File: src/rtl/jump_pkg.sv
// ----------------------------------------------------------------------------
// jump_pkg
// Shared decode constants and helpers for the jump unit:
//   - RV32I opcodes for JAL, JALR and conditional branches
//   - branch funct3 codes
//   - FSM state encoding (ST_RUN / ST_SQUASH)
//   - immediate extraction helpers (I, J and B formats, sign-extended)
// ----------------------------------------------------------------------------
package jump_pkg;

    localparam logic [6:0] OP_JAL    = 7'b1101111;
    localparam logic [6:0] OP_JALR   = 7'b1100111;
    localparam logic [6:0] OP_BRANCH = 7'b1100011;

    localparam logic [2:0] F3_BEQ  = 3'b000;
    localparam logic [2:0] F3_BNE  = 3'b001;
    localparam logic [2:0] F3_BLT  = 3'b100;
    localparam logic [2:0] F3_BGE  = 3'b101;
    localparam logic [2:0] F3_BLTU = 3'b110;
    localparam logic [2:0] F3_BGEU = 3'b111;

    typedef enum logic {
        ST_RUN    = 1'b0,
        ST_SQUASH = 1'b1
    } state_t;

    function automatic logic [31:0] imm_i(input logic [31:0] inst);
        return {{20{inst[31]}}, inst[31:20]};
    endfunction

    // J-type immediate is scrambled in the encoding; bit 0 is implicitly zero.
    function automatic logic [31:0] imm_j(input logic [31:0] inst);
        return {{12{inst[31]}}, inst[19:12], inst[20], inst[30:21], 1'b0};
    endfunction

    // B-type immediate, also scrambled, bit 0 implicitly zero.
    function automatic logic [31:0] imm_b(input logic [31:0] inst);
        return {{20{inst[31]}}, inst[7], inst[30:25], inst[11:8], 1'b0};
    endfunction

endpackage

File: src/rtl/jump_cmp.sv
// ----------------------------------------------------------------------------
// jump_cmp
// Combinational branch comparator.
// Ports:
//   funct3  in  3   branch condition selector
//   rs1     in  32  first operand
//   rs2     in  32  second operand
//   taken   out 1   branch condition holds (010/011 are never taken)
// ----------------------------------------------------------------------------
module jump_cmp
    import jump_pkg::*;
(
    input  logic [2:0]  funct3,
    input  logic [31:0] rs1,
    input  logic [31:0] rs2,
    output logic        taken
);

    // NOTE: every signal written in always_comb gets a default first, so no
    // path leaves it unassigned and no latch is inferred.
    always_comb begin
        taken = 1'b0;
        case (funct3)
            F3_BEQ:  taken = (rs1 == rs2);
            F3_BNE:  taken = (rs1 != rs2);
            F3_BLT:  taken = ($signed(rs1) <  $signed(rs2));
            F3_BGE:  taken = ($signed(rs1) >= $signed(rs2));
            F3_BLTU: taken = (rs1 <  rs2);
            F3_BGEU: taken = (rs1 >= rs2);
            default: taken = 1'b0;
        endcase
    end

endmodule

File: src/rtl/jump_unit.sv
// ----------------------------------------------------------------------------
// jump_unit
// Resolves RV32I JAL / JALR / conditional branches for the fetched
// instruction, issues a one-cycle jump request with its target, squashes the
// FLUSH_DEPTH wrong-path cycles that follow a taken jump, and produces the
// link write-back (pc+4) for JAL/JALR. All outputs are registered.
//
// Parameters:
//   FLUSH_DEPTH   cycles squashed after a taken jump (0 = no squash)
// Ports:
//   clk            in  1   clock, rising edge
//   rst_           in  1   asynchronous active-low reset
//   inst_valid_i   in  1   inst_i / pc_i / operands valid
//   pc_i           in  32  PC of inst_i
//   inst_i         in  32  instruction word
//   rs1_data_i     in  32  rs1 operand
//   rs2_data_i     in  32  rs2 operand
//   jump_flag_o    out 1   taken-jump pulse to the PC register
//   jump_addr_o    out 32  jump target, held while jump_flag_o=0
//   squash_o       out 1   previous-cycle instruction was discarded
//   link_we_o      out 1   write link_data_o to link_rd_o
//   link_rd_o      out 5   link destination register
//   link_data_o    out 32  return address pc+4
//   misalign_o     out 1   only with JUMP_UNIT_MISALIGN_TRAP_EN: taken
//                          jump had target[1:0]!=0 and was suppressed
// Build option: `define JUMP_UNIT_MISALIGN_TRAP_EN enables the misalign trap.
// ----------------------------------------------------------------------------
module jump_unit
    import jump_pkg::*;
#(
    parameter int FLUSH_DEPTH = 2
) (
    input  logic        clk,
    input  logic        rst_,
    input  logic        inst_valid_i,
    input  logic [31:0] pc_i,
    input  logic [31:0] inst_i,
    input  logic [31:0] rs1_data_i,
    input  logic [31:0] rs2_data_i,
    output logic        jump_flag_o,
    output logic [31:0] jump_addr_o,
    output logic        squash_o,
    output logic        link_we_o,
    output logic [4:0]  link_rd_o,
    output logic [31:0] link_data_o
`ifdef JUMP_UNIT_MISALIGN_TRAP_EN
    ,
    output logic        misalign_o
`endif
);

    localparam int CNT_W = (FLUSH_DEPTH > 1) ? $clog2(FLUSH_DEPTH + 1) : 1;
    localparam logic [CNT_W-1:0] CNT_LOAD = CNT_W'(FLUSH_DEPTH);
    localparam logic [CNT_W-1:0] CNT_LAST = CNT_W'(1);

    state_t           state;
    logic [CNT_W-1:0] cnt;

    logic [6:0]  opcode;
    logic [4:0]  rd;
    logic        br_taken;
    logic        taken;
    logic        is_link;
    logic        issue;
    logic [31:0] target;
    logic [31:0] ret_addr;

    assign opcode   = inst_i[6:0];
    assign rd       = inst_i[11:7];
    assign ret_addr = pc_i + 32'd4;

    jump_cmp u_cmp (
        .funct3 (inst_i[14:12]),
        .rs1    (rs1_data_i),
        .rs2    (rs2_data_i),
        .taken  (br_taken)
    );

    always_comb begin
        taken   = 1'b0;
        is_link = 1'b0;
        target  = pc_i;
        case (opcode)
            OP_JAL: begin
                taken   = 1'b1;
                is_link = 1'b1;
                target  = pc_i + imm_j(inst_i);
            end
            OP_JALR: begin
                taken   = 1'b1;
                is_link = 1'b1;
                target  = (rs1_data_i + imm_i(inst_i)) & ~32'd1;
            end
            OP_BRANCH: begin
                taken   = br_taken;
                target  = pc_i + imm_b(inst_i);
            end
            default: ;
        endcase
    end

`ifdef JUMP_UNIT_MISALIGN_TRAP_EN
    logic misaligned;
    assign misaligned = taken && (target[1:0] != 2'b00);
    assign issue      = taken && !misaligned;
`else
    assign issue      = taken;
`endif

    // NOTE: sequential state uses non-blocking assignments only, so every
    // register samples pre-edge values regardless of statement order.
    always_ff @(posedge clk or negedge rst_) begin
        if (!rst_) begin
            state       <= ST_RUN;
            cnt         <= '0;
            jump_flag_o <= 1'b0;
            jump_addr_o <= '0;
            squash_o    <= 1'b0;
            link_we_o   <= 1'b0;
            link_rd_o   <= '0;
            link_data_o <= '0;
`ifdef JUMP_UNIT_MISALIGN_TRAP_EN
            misalign_o  <= 1'b0;
`endif
        end else begin
            // Pulses default low; jump_addr/link_rd/link_data hold.
            jump_flag_o <= 1'b0;
            squash_o    <= 1'b0;
            link_we_o   <= 1'b0;
`ifdef JUMP_UNIT_MISALIGN_TRAP_EN
            misalign_o  <= 1'b0;
`endif
            case (state)
                ST_RUN: begin
                    if (inst_valid_i && issue) begin
                        jump_flag_o <= 1'b1;
                        jump_addr_o <= target;
                        if (is_link && rd != 5'd0) begin
                            link_we_o   <= 1'b1;
                            link_rd_o   <= rd;
                            link_data_o <= ret_addr;
                        end
                        if (FLUSH_DEPTH > 0) begin
                            state <= ST_SQUASH;
                            cnt   <= CNT_LOAD;
                        end
                    end
`ifdef JUMP_UNIT_MISALIGN_TRAP_EN
                    misalign_o <= inst_valid_i && misaligned;
`endif
                end
                ST_SQUASH: begin
                    // The PC register advances every cycle, so idle cycles
                    // count against the flush window too.
                    squash_o <= inst_valid_i;
                    cnt      <= cnt - CNT_LAST;
                    if (cnt == CNT_LAST) begin
                        state <= ST_RUN;
                    end
                end
                default: begin
                    state <= ST_RUN;
                    cnt   <= '0;
                end
            endcase
        end
    end

endmodule

File: config.mk
export PLATFORM = sky130hd
export DESIGN_NAME = jump_unit
export DESIGN_NICKNAME = d
export VERILOG_FILES = /design/src/rtl/jump_pkg.sv /design/src/rtl/jump_cmp.sv /design/src/rtl/jump_unit.sv
export SDC_FILE = /design/constraint.sdc
export NUM_CORES = 1
export LEC_CHECK = 0
export CORE_AREA = 2 2 177 179
export CTS_CLUSTER_DIAMETER = 40
export DETAILED_ROUTE_END_ITERATION = 8
export DIE_AREA = 0 0 179 181
export PLACE_DENSITY_LB_ADDON = 0.3
export SYNTH_ARGS = -nofsm -noshare
export SYNTH_HDL_FRONTEND = slang
export SYNTH_HIERARCHICAL = 1
export SYNTH_SLANG_ARGS = --single-unit
File: constraint.sdc
create_clock -name clk -period 2.6 [get_ports clk]
set_clock_uncertainty 0.2 [all_clocks]
set_input_delay 0.78 -clock clk [delete_from_list [all_inputs] [get_ports clk]]
set_output_delay 0.78 -clock clk [all_outputs]
set_load 0.02 [all_outputs]
Word level (Yosys, flattened, before mapping)
Index checks and enable logic that the tools add are counted.

Logic and storage cells: 51. Bits in registers: 75. Output and inout port bits: 72. Bits of input ports: 131.

Order comparisons: 4. Multiplexer cells: 14. Reduce and logical (&&, ||, !) cells: 7. Bitwise gates (word level): 1. Equality and inequality tests: 12. $add $sub $neg: 5.

Operators with widths (count): adder 32 bit (3); case mux 32 bit (3 select lines) (1); >= comparator 32 bit (2); < comparator 32 bit (2); adder 32 x 3 -> 32 bit (second input constant) (1); == test 32 bit (1); inequality test 32 bit (1); == test 7 bit (second input constant) (3); == test 3 bit (second input constant) (4); two-way mux 1 bit (8); case mux 1 bit (6 select lines) (1); nonzero test 5 bit (1); case mux 1 bit (2 select lines) (2); case mux 2 bit (2 select lines) (1); == test 3 x 1 -> 1 bit (second input constant) (1); logical NOT 3 bit (1); AND reduction 3 bit (1); == test 2 x 1 -> 1 bit (second input constant) (1); logical AND 1 bit (2); two-way mux 2 bit (1); inequality test 2 bit (second input constant) (1); AND reduction 2 bit (1); OR reduction 2 bit (1); subtractor 2 x 1 -> 2 bit (second input constant) (1); NOT 1 bit (1).

Longest topological paths before layout
Gate-level depths: netlist of run 1.

Depth after elaboration: 7. Depth in mapped cells: 17. Depth with buffers taken out: 15.

Hierarchy
The synthesis of run 1 kept the hierarchy.

Modules (own cells, without submodules): jump_unit (cells each 854, seq. area each 1876.8 um^2, times used 1, area each 6870.3 um^2); jump_cmp (cells each 128, seq. area each 0.0 um^2, times used 1, area each 923.4 um^2).

Least setup slack after synthesis of run 1
No wires, ideal clock.

Kind: input-to-reg. Start: input port inst_i[6]. End: register jump_addr_o[23]. Library setup time: 126 ps. Path buffers: 0. Arrival: 4257 ps. Cell stages on the path: 15. Required time: 2274 ps. Path slack: -1983 ps. Cells stage by stage: nor2b_1 -> nand4_1 -> nor3_1 -> mux2_2 -> ha_1 -> fa_1 -> a211oi_2 -> o211ai_1 -> a21oi_1 -> o21ai_0 -> o21ai_0 -> o21bai_1 -> xor2_1 -> a221oi_1 -> nor2_1.

Word-level cells in the longest chain between the ends: 5. Elaborated cells on any way between the ends: 8. Those cells by class: eq/ne (3); mux (2); reduce/logical (3).

RTL lines: start: declaration (RTL line jump_unit.sv:37) `input logic [31:0] inst_i,`; == test 7 bit (RTL line jump_unit.sv:83) `case (opcode)`; OR reduction 2 bit (no source line); case mux 1 bit (2 select lines) (RTL line jump_unit.sv:83); logical AND 1 bit (RTL line jump_unit.sv:135) `if (inst_valid_i && issue) begin`; AND reduction 2 bit (no source line); end signal: assignment (RTL line jump_unit.sv:137) `jump_addr_o <= target;`; end: declaration (RTL line jump_unit.sv:41) `output logic [31:0] jump_addr_o,`.

Parallel ways exist; a longest one is shown, timed or not. A chain may end at the register's enable or synchronous reset.

Worst setup path in the final report of run 1
Start: input port inst_i[1]. End: register jump_addr_o[29].

Same word-level chain as after synthesis.

==> results of run 1 <==
==> how the worst max path moves through the flow <==
stage,slack [ns],endpoint,depth (start not counted)
global route,-1.52,jump_addr_o[29]$_DFFE_PN0P_,16
global placement,-2.06,link_data_o[29]$_DFFE_PN0P_,18
CTS,-1.30,jump_addr_o[29]$_DFFE_PN0P_,16
detailed placement,-2.12,jump_addr_o[29]$_DFFE_PN0P_,16
floorplan,-1.56,jump_addr_o[25]$_DFFE_PN0P_,14
finish,-1.35,jump_addr_o[29]$_DFFE_PN0P_,15
==> cell families (layout without fill, tap and decap cells) <==
| group | after synthesis | count (layout) |
|---|---|---|
| fa+ha+maj | 100 | 100 |
| simple gates | 304 | 304 |
| xor+xnor | 83 | 83 |
| buf+inv | 93 | 627 |
| other cells | 0 | 1 |
| mux | 18 | 18 |
| compound gates | 309 | 309 |
| flops | 75 | 75 |
==> routing by layer <==
layer,vias to the layer above,share of wire (%),global-route usage (%)
li1,4646,-,-
met1,4369,44,25.6
met2,197,51,35.2
met3,37,3.2,1.58
met4,0,2.0,5.76
met5,-,0,0
==> timing repair <==
item                       in CTS  in global routing
hold buffers                    0                  0
gates cloned                   13                  0
setup buffers                  58                 10
setup endpoints to repair      74                 74
pin swaps                     101                 40
resized for setup             491                 89
==> cell usage after synthesis (all sizes together), types with 7 or more instances <==
master	number	share of area, %
a21oi	119	7.6
nor2	103	5.0
ha	98	16
nand2	83	4.0
dfrtp	75	24
o21ai	64	4.2
inv	61	2.9
xnor2	43	4.8
xor2	40	4.5
nand3	33	2.1
a21o	24	2.3
nand4	24	2.1
a31oi	19	1.7
clkbuf	18	0.87
a221oi	16	1.8
nor3	15	1.0
buf	14	0.95
mux2	14	2.0
and3	9	0.72
o211ai	9	0.87
nor4	7	0.75
o21a	7	0.67
o21bai	7	0.67
==> state kept, by name, indices dropped and copies added, names as in the netlist <==
signal,cells
jump_flag_o,1
link_rd_o,5
cnt,2
state,1
squash_o,1
link_data_o,32
jump_addr_o,32
link_we_o,1
==> power by group through the flow <==
stage | combinational, W | clock (W) | sequential [W]
global placement | 0.00229 | 0 | 0.00140
detailed placement | 0.00232 | 0 | 0.00140
floorplan | 0.000989 | 0 | 0.00149
CTS | 0.00253 | 0.00141 | 0.00138
global route | 0.00285 | 0.00146 | 0.00140
finish | 0.00262 | 0.00139 | 0.00138
==> cell usage in the layout, fill, tap and decap left out, types with 7 or more instances in the layout <==
cell type        synthesis  layout
a21o_1                  24      24
a21oi_1                119      81
a21oi_2                  0      36
a221oi_2                 0      11
a31oi_1                 18      12
and3_1                   9       9
buf_12                   0       7
buf_16                   0       7
buf_2                   11      43
buf_4                    2     310
buf_6                    0      26
buf_8                    0       7
clkbuf_16                0       9
clkdlybuf4s15_1          0      10
clkdlybuf4s15_2          0       8
clkdlybuf4s50_1          0     130
dfrtp_1                 75      75
ha_1                    98      65
ha_4                     0      33
inv_1                   61      34
inv_2                    0      25
mux2_4                   0      12
nand2_1                 83      72
nand2_2                  0      10
nand3_1                 33      27
nand4_1                 23      23
nor2_1                 103      72
nor2_4                   0      26
nor3_1                  14       9
o211ai_1                 9       9
o21a_1                   7       7
o21ai_0                 62      40
o21ai_1                  1      13
o21ai_2                  1       9
o21bai_1                 7       7
xnor2_1                 43      39
xor2_1                  40      38
==> final cells by class <==
cell class / instances / area (sq um)
diodes: 1 / 2.50
flip-flops and latches: 75 / 1880
clock buffers: 11 / 243
multi-input cells: 814 / 6960
repair buffers: 551 / 4790
fillers: 2832 / 15700
well taps: 396 / 495
clock inverters: 4 / 73.8
inverters: 61 / 244
==> critical path: stages <==
cell and delay [ns]:
dlygate4sd2_1 0.21, nand4_1 0.17, nor3_4 0.28, buf_6 0.15, mux2_2 0.34, ha_1 0.31
o21ai_2 0.32, o211ai_1 0.16, a21oi_2 0.30, o211ai_1 0.16, a21oi_2 0.22, o31ai_1 0.10
a21oi_1 0.18, mux2i_1 0.21, a21oi_1 0.08
==> metrics by stage <==
stage / TNS, ns / hold WS (ns) / area, sq um / setup slack, ns / cells
global placement: -142.18 / 0.251 / 12500 / -2.06 / 1841
detailed placement: -143.87 / 0.268 / 12500 / -2.12 / 1841
global route: -88.76 / 0.105 / 14700 / -1.52 / 1913
finish: -80.91 / 0.0914 / 14700 / -1.35 / 1913
floorplan: -86.68 / 0.254 / 7900 / -1.56 / 982
CTS: -75.74 / 0.0910 / 14400 / -1.30 / 1918
==> flow_summary.toml, run 1 <==
[run_status]
status = "finished, violations left"
violations = "setup timing"

[sta]
setup_ws_ns = -1.35
grt_setup_unrepaired = "true"
drv_slew = 0
fin_crit_sh_pct = 152
worstMarginPinSlew_ns = 0.450
hold_violations = 0
finalSetupViolCount = 74
slew_headroom_pct = 69.7
period_needed_ns = 3.95
clock.fmax_mhz = 253

[final_layout]
drive_gt1_share_pct = 43.4
area_growth_pct = 88.4
final_core_util_pct = 48.4
layout.nets = 1743

[cts]
clk_pin_slew_ns = 0.07
clk_path_buf_depth = 2
cts_htree_levels = 3
clock-sinks = 75
tritoncts = "done"
cts-root-buf = "clkbuf_16"
numCtsBuffers = 9
worst_skew_pair.late_latency_ns = 0.35

[worst_setup_path]
crit_type = "in -> reg"
startpoint = "inst_i[1]"
critPathCaptureType = "flop"
worstPathMaxFanout = 4
arrival_ns = 3.98
r2r_end = "link_data_o[0]$_DFFE_PN0P_"
crit_required_ns = 2.63
r2r-start = "state$_DFF_PN0_"
reg2reg_slack_ns = 0.75
cp-start-kind = "input port"
reg2reg_depth = 6

[power_and_ir_drop]
power.switching_w = 0.00192
power_frac_seq_pct = 25.6
power_per_cell_area_nw_per_um2 = 367
pwr-share-comb_pct = 48.5
peakVddDrop_v = 0.000297
internal_power_w = 0.00347
power_w = 0.00539
p_clk_share_pct = 25.9
swShare_pct = 35.6
p_leak_nw = 6.64

[place]
gp_congestion = 0.875
port_buffers = 202
dp_hpwl_um = 24300

[synth]
yosysWarnings = 6
yosysSeqAreaShare_pct = 24.1
synth_top_family_by_area = "compound AO/OA/AOI/OAI gates"
synth_adder_area_share_pct = 16.2
synth_mux_area_share_pct = 2.54
ys_ff_latch = 75
yosysUniqueCellTypes = 64
avgSynthCellArea_sq_um = 7.94
syn_nets = 1213
synth-main-ff-cell = "dfrtp_1"
async_flop_share_pct = 100
syn-cell-area_sq_um = 7790
synth_simple_gate_area_share_pct = 18.3
synth_compound_area_share_pct = 24.7
synth_edf_count = 0
netlist_instances = 982
synth_xor_area_share_pct = 9.33

[routing]
route.detailed.drc = 0
wl_per_cell_um = 16.7
wl_um = 32000
ant_nets = 0
vias_per_cell = 4.83
vias = 9249
drtIter0Drc = 409
first_pass_iters = 5

[global_route]
track_usage_pct = 19.9
grt_pass1_wl_um = 51100
grt_pass1_vias = 9607
overflow = 0
grt_antenna_before_repair = 1
grt_max_degree = 31

[floorplanning]
die_area_sq_um = 32400
io_pins = 203
start_util_pct = 25.7
die_h_um = 181
core-area_sq_um = 30300
rows = 64
die_x_um = 179

[min_path]
hold_path_class = "in -> async"

[run]
drv_cap = 0
(Power assumes the default switching activity.)
==> run 2, diff against run 1 <==
Settings changed: CORE_AREA 2 2 177 179 to 2 2 127 129, DIE_AREA 0 0 179 181 to 0 0 129 131.
==> flow_summary.toml, run 2 <==
[synth]
synth-main-ff-cell = "dfrtp_1"
yosysUniqueCellTypes = 64
netlist_instances = 982
yosys-top-cells-area = "dfrtp_1, ha_1, a21oi_1, nor2_1, xnor2_1"
yosysMostFrequentCell = "a21oi_1"
async_flop_share_pct = 100
yosysTopAreaCellShare_pct = 24.1
syn_nets = 1213
yosys.area.top_type = "dfrtp_1"
synth_edf_count = 0
ys_top_cells_by_count = "a21oi_1, nor2_1, ha_1, nand2_1, dfrtp_1"
yosysWarnings = 6
avgSynthCellArea_sq_um = 7.94
ys_ff_latch = 75
syn-cell-area_sq_um = 7790
yosysSeqAreaShare_pct = 24.1

[cts]
clk_path_buf_depth = 2
clock-sinks = 75
numCtsBuffers = 9
postCtsHoldBufs = 0
cts_htree_levels = 3
cts-root-buf = "clkbuf_16"

[floorplanning]
die_x_um = 129
io_pins = 203
rows = 46
die_h_um = 131
start_util_pct = 50.0

[sta]
worst-endpoint-pin-kind = "register data pin"
grt-worst-endpoint = "jump_addr_o[29]$_DFFE_PN0P_/D"

[global_route]
grt_max_degree = 46
track_usage_pct = 73.2
overflow = 12

[run_status]
firstError = "[ERROR GRT-0232] Routing congestion too high. Check the congestion heatmap in the GUI."
status = "aborted with a tool error"
failing_step = "global routing"

[place]
port_buffers = 202
dp_hpwl_um = 22000
gp_congestion = 0.915
==> run 2: cell counts after synthesis <==
Identical to the previous run, type by type.
==> run 2: per-layer routing <==
metal	global-route usage, %	overflow
met1	70.0	0
met2	91.6	6
met3	61.4	0
met4	70.7	6
met5	33.5	0
==> run 2: per-stage QoR <==
stage / hold WS [ns] / setup WS, ns / instances / instance area, sq um / TNS [ns]
global placement: 0.268 / -2.02 / 1661 / 12300 / -140.32
CTS: 0.191 / -1.28 / 1727 / 14100 / -78.62
floorplan: 0.254 / -1.56 / 982 / 7900 / -86.68
detailed placement: 0.265 / -2.12 / 1661 / 12300 / -144.97
==> run 2: logic make-up after synthesis <==
group,Yosys count,synth area share [%]
xor+xnor,83,9.33
fa+ha+maj,100,16.2
flops,75,24.1
buf+inv,93,4.75
compound gates,309,24.7
mux,18,2.54
simple gates,304,18.3
==> run 2: what timing repair did <==
action / CTS
gates resized for setup: 465
gates cloned: 10
setup buffers: 46
endpoints found under the setup margin: 74
pin swaps: 112
==> run 3, diff against run 2 <==
Settings changed: CORE_AREA 2 2 127 129 to 2 2 143 145, CTS_CLUSTER_DIAMETER 40 to unset, DIE_AREA 0 0 129 131 to 0 0 145 147, PLACE_DENSITY_LB_ADDON 0.3 to 0.15.
==> flow_summary.toml, run 3 (synthesized netlist as in run 1, its figures left out) <==
[run_status]
status = "finished, violations left"
violations = "setup timing"

[worst_setup_path]
worstPathMaxFanout = 4
reg2reg_slack_ns = 0.71
crit_required_ns = 2.62
critPathCaptureType = "flop"
arrival_ns = 3.91
crit_chain = "buf_6 -> nor2b_4 -> nand4_1 -> nor3_4 -> mux2_4 -> ha_4 -> fa_2 -> a211oi_2 -> o211ai_1 -> a21oi_2 -> o211ai_1 -> a21oi_2 -> buf_4 -> o21ai_2 -> xor2_1 -> a221o_1"
cp_slowest_cell = "fa_2"
crit_type = "in -> reg"
cpPeakStageDelay_ns = 0.36
cp-start-kind = "input port"

[floorplanning]
die_x_um = 145
start_util_pct = 39.3
core-area_sq_um = 19800
die_area_sq_um = 21300
rows = 52
io_pins = 203
die_h_um = 147

[global_route]
overflow = 0
grt_pass1_vias = 9413
grt_pass1_wl_um = 46200
grt_antenna_before_repair = 0
track_usage_pct = 26.3
grt_max_degree = 42

[sta]
clock.fmax_mhz = 257
slew_headroom_pct = 61.7
holdWs_ns = 0.237
grt_setup_unrepaired = "true"
hold_violations = 0
worstMarginPinSlew_ns = 0.575
period_needed_ns = 3.89
fin_crit_sh_pct = 150
finalSetupViolCount = 74
drv_slew = 0
setup_ws_ns = -1.29

[final_layout]
layout.nets = 1743
drive_gt1_share_pct = 40.0
final_area_sq_um = 14000
reg_top3 = "jump_addr_o (32), link_data_o (32), link_rd_o (5)"
final_core_util_pct = 70.3
insertedDiodeCount = 0
final_common_cell = "buf_4"
area_growth_pct = 79.1
layout_common_cells = "buf_4, clkdlybuf4s50_1, a21oi_1, nor2_1, nand2_1"

[place]
port_buffers = 202
gp_congestion = 0.884
dp_hpwl_um = 22000
post_dp_cell_area_sq_um = 12500

[cts]
clk_pin_slew_ns = 0.06
postCtsHoldBufs = 0
numCtsBuffers = 9
worst_skew_pair.late_latency_ns = 0.33
cts_htree_levels = 3
cts-root-buf = "clkbuf_16"
tritoncts = "done"
clock-sinks = 75
clk_path_buf_depth = 2

[routing]
first_pass_iters = 5
wl_um = 28600
drtIter0Drc = 517
vias_per_cell = 5.16
route.detailed.drc = 0
ant_nets = 0
wl_per_cell_um = 16.0
vias = 9227

[power_and_ir_drop]
p_leak_nw = 6.48
peakVddDrop_v = 0.000293
power_per_cell_area_nw_per_um2 = 373

[run]
drv_cap = 0

[min_path]
hold_path_class = "in -> async"
## run 3: path summary, 6_finish.rpt
path	from	endpoint	depth (start not counted)
max	inst_i[4]	jump_addr_o[25]$_DFFE_PN0P_	16
min in group clk	jump_addr_o[0]$_DFFE_PN0P_	jump_addr_o[0]$_DFFE_PN0P_	2
max in group asynchronous	rst_	link_data_o[21]$_DFFE_PN0P_	2
max reg2reg	state$_DFF_PN0_	link_data_o[15]$_DFFE_PN0P_	7
min reg2reg	jump_addr_o[0]$_DFFE_PN0P_	jump_addr_o[0]$_DFFE_PN0P_	2
min	rst_	link_rd_o[1]$_DFFE_PN0P_	1
## run 3: through the flow
step / power, W / std cells / setup WS [ns] / TNS [ns]
2_1_floorplan: 0.00248 / 982 / -1.56 / -86.68
3_3_place_gp: 0.00367 / 1731 / -2.06 / -141.31
3_5_place_dp: 0.00370 / 1731 / -2.16 / -147.42
4_1_cts: 0.00513 / 1773 / -1.31 / -71.55
5_1_grt: 0.00549 / 1787 / -1.44 / -86.64
6_report: 0.00520 / 1787 / -1.29 / -75.84
## run 3: worst max-delay path, delay by kind of cell
family | cells | cell delay, ns
AO/OA/AOI/OAI | 7 | 1.39
XOR/XNOR | 1 | 0.15
adder cells (fa/ha/maj) | 2 | 0.52
buffers and inverters | 2 | 0.23
multiplexers | 1 | 0.34
AND/OR/NAND/NOR | 3 | 0.50
## run 3: per-layer routing
| metal | global-route usage, % | up-vias | part of all wire (%) |
|---|---|---|---|
| li1 | - | 4642 | - |
| met2 | 46.8 | 237 | 50 |
| met1 | 34.2 | 4314 | 44 |
| met5 | 0 | - | 0 |
| met3 | 2.76 | 34 | 4.0 |
| met4 | 6.93 | 0 | 1.8 |
## run 3: power by group
part | switching (W) | internal (W)
Sequential | 0.0000899 | 0.00128
Combinational | 0.00123 | 0.00131
Clock | 0.000531 | 0.000750
Total | 0.00185 | 0.00334
## run 3: layout make-up
class	count	area (sq um)
multi-input cells	815	6530
fillers	1655	5890
repair buffers	550	4660
flip-flops and latches	75	1880
well taps	270	338
inverters	61	244
clock buffers	9	225
clock inverters	7	76.3
## run 3: timing repair
| action | 4_1_cts | 5_1_grt |
|---|---|---|
| endpoints found under the setup margin | 74 | 74 |
| gates resized for setup | 388 | 65 |
| cloned | 5 | 4 |
| hold endpoints to repair | 0 | 0 |
| buffers inserted | 21 | 12 |
| pin swaps | 90 | 44 |
==> run 4, diff against run 3 <==
Settings changed: CAP_MARGIN set to 20.
==> results of run 4 <==
Same layout as run 3: the final DEF is identical, and so are final timing and power.
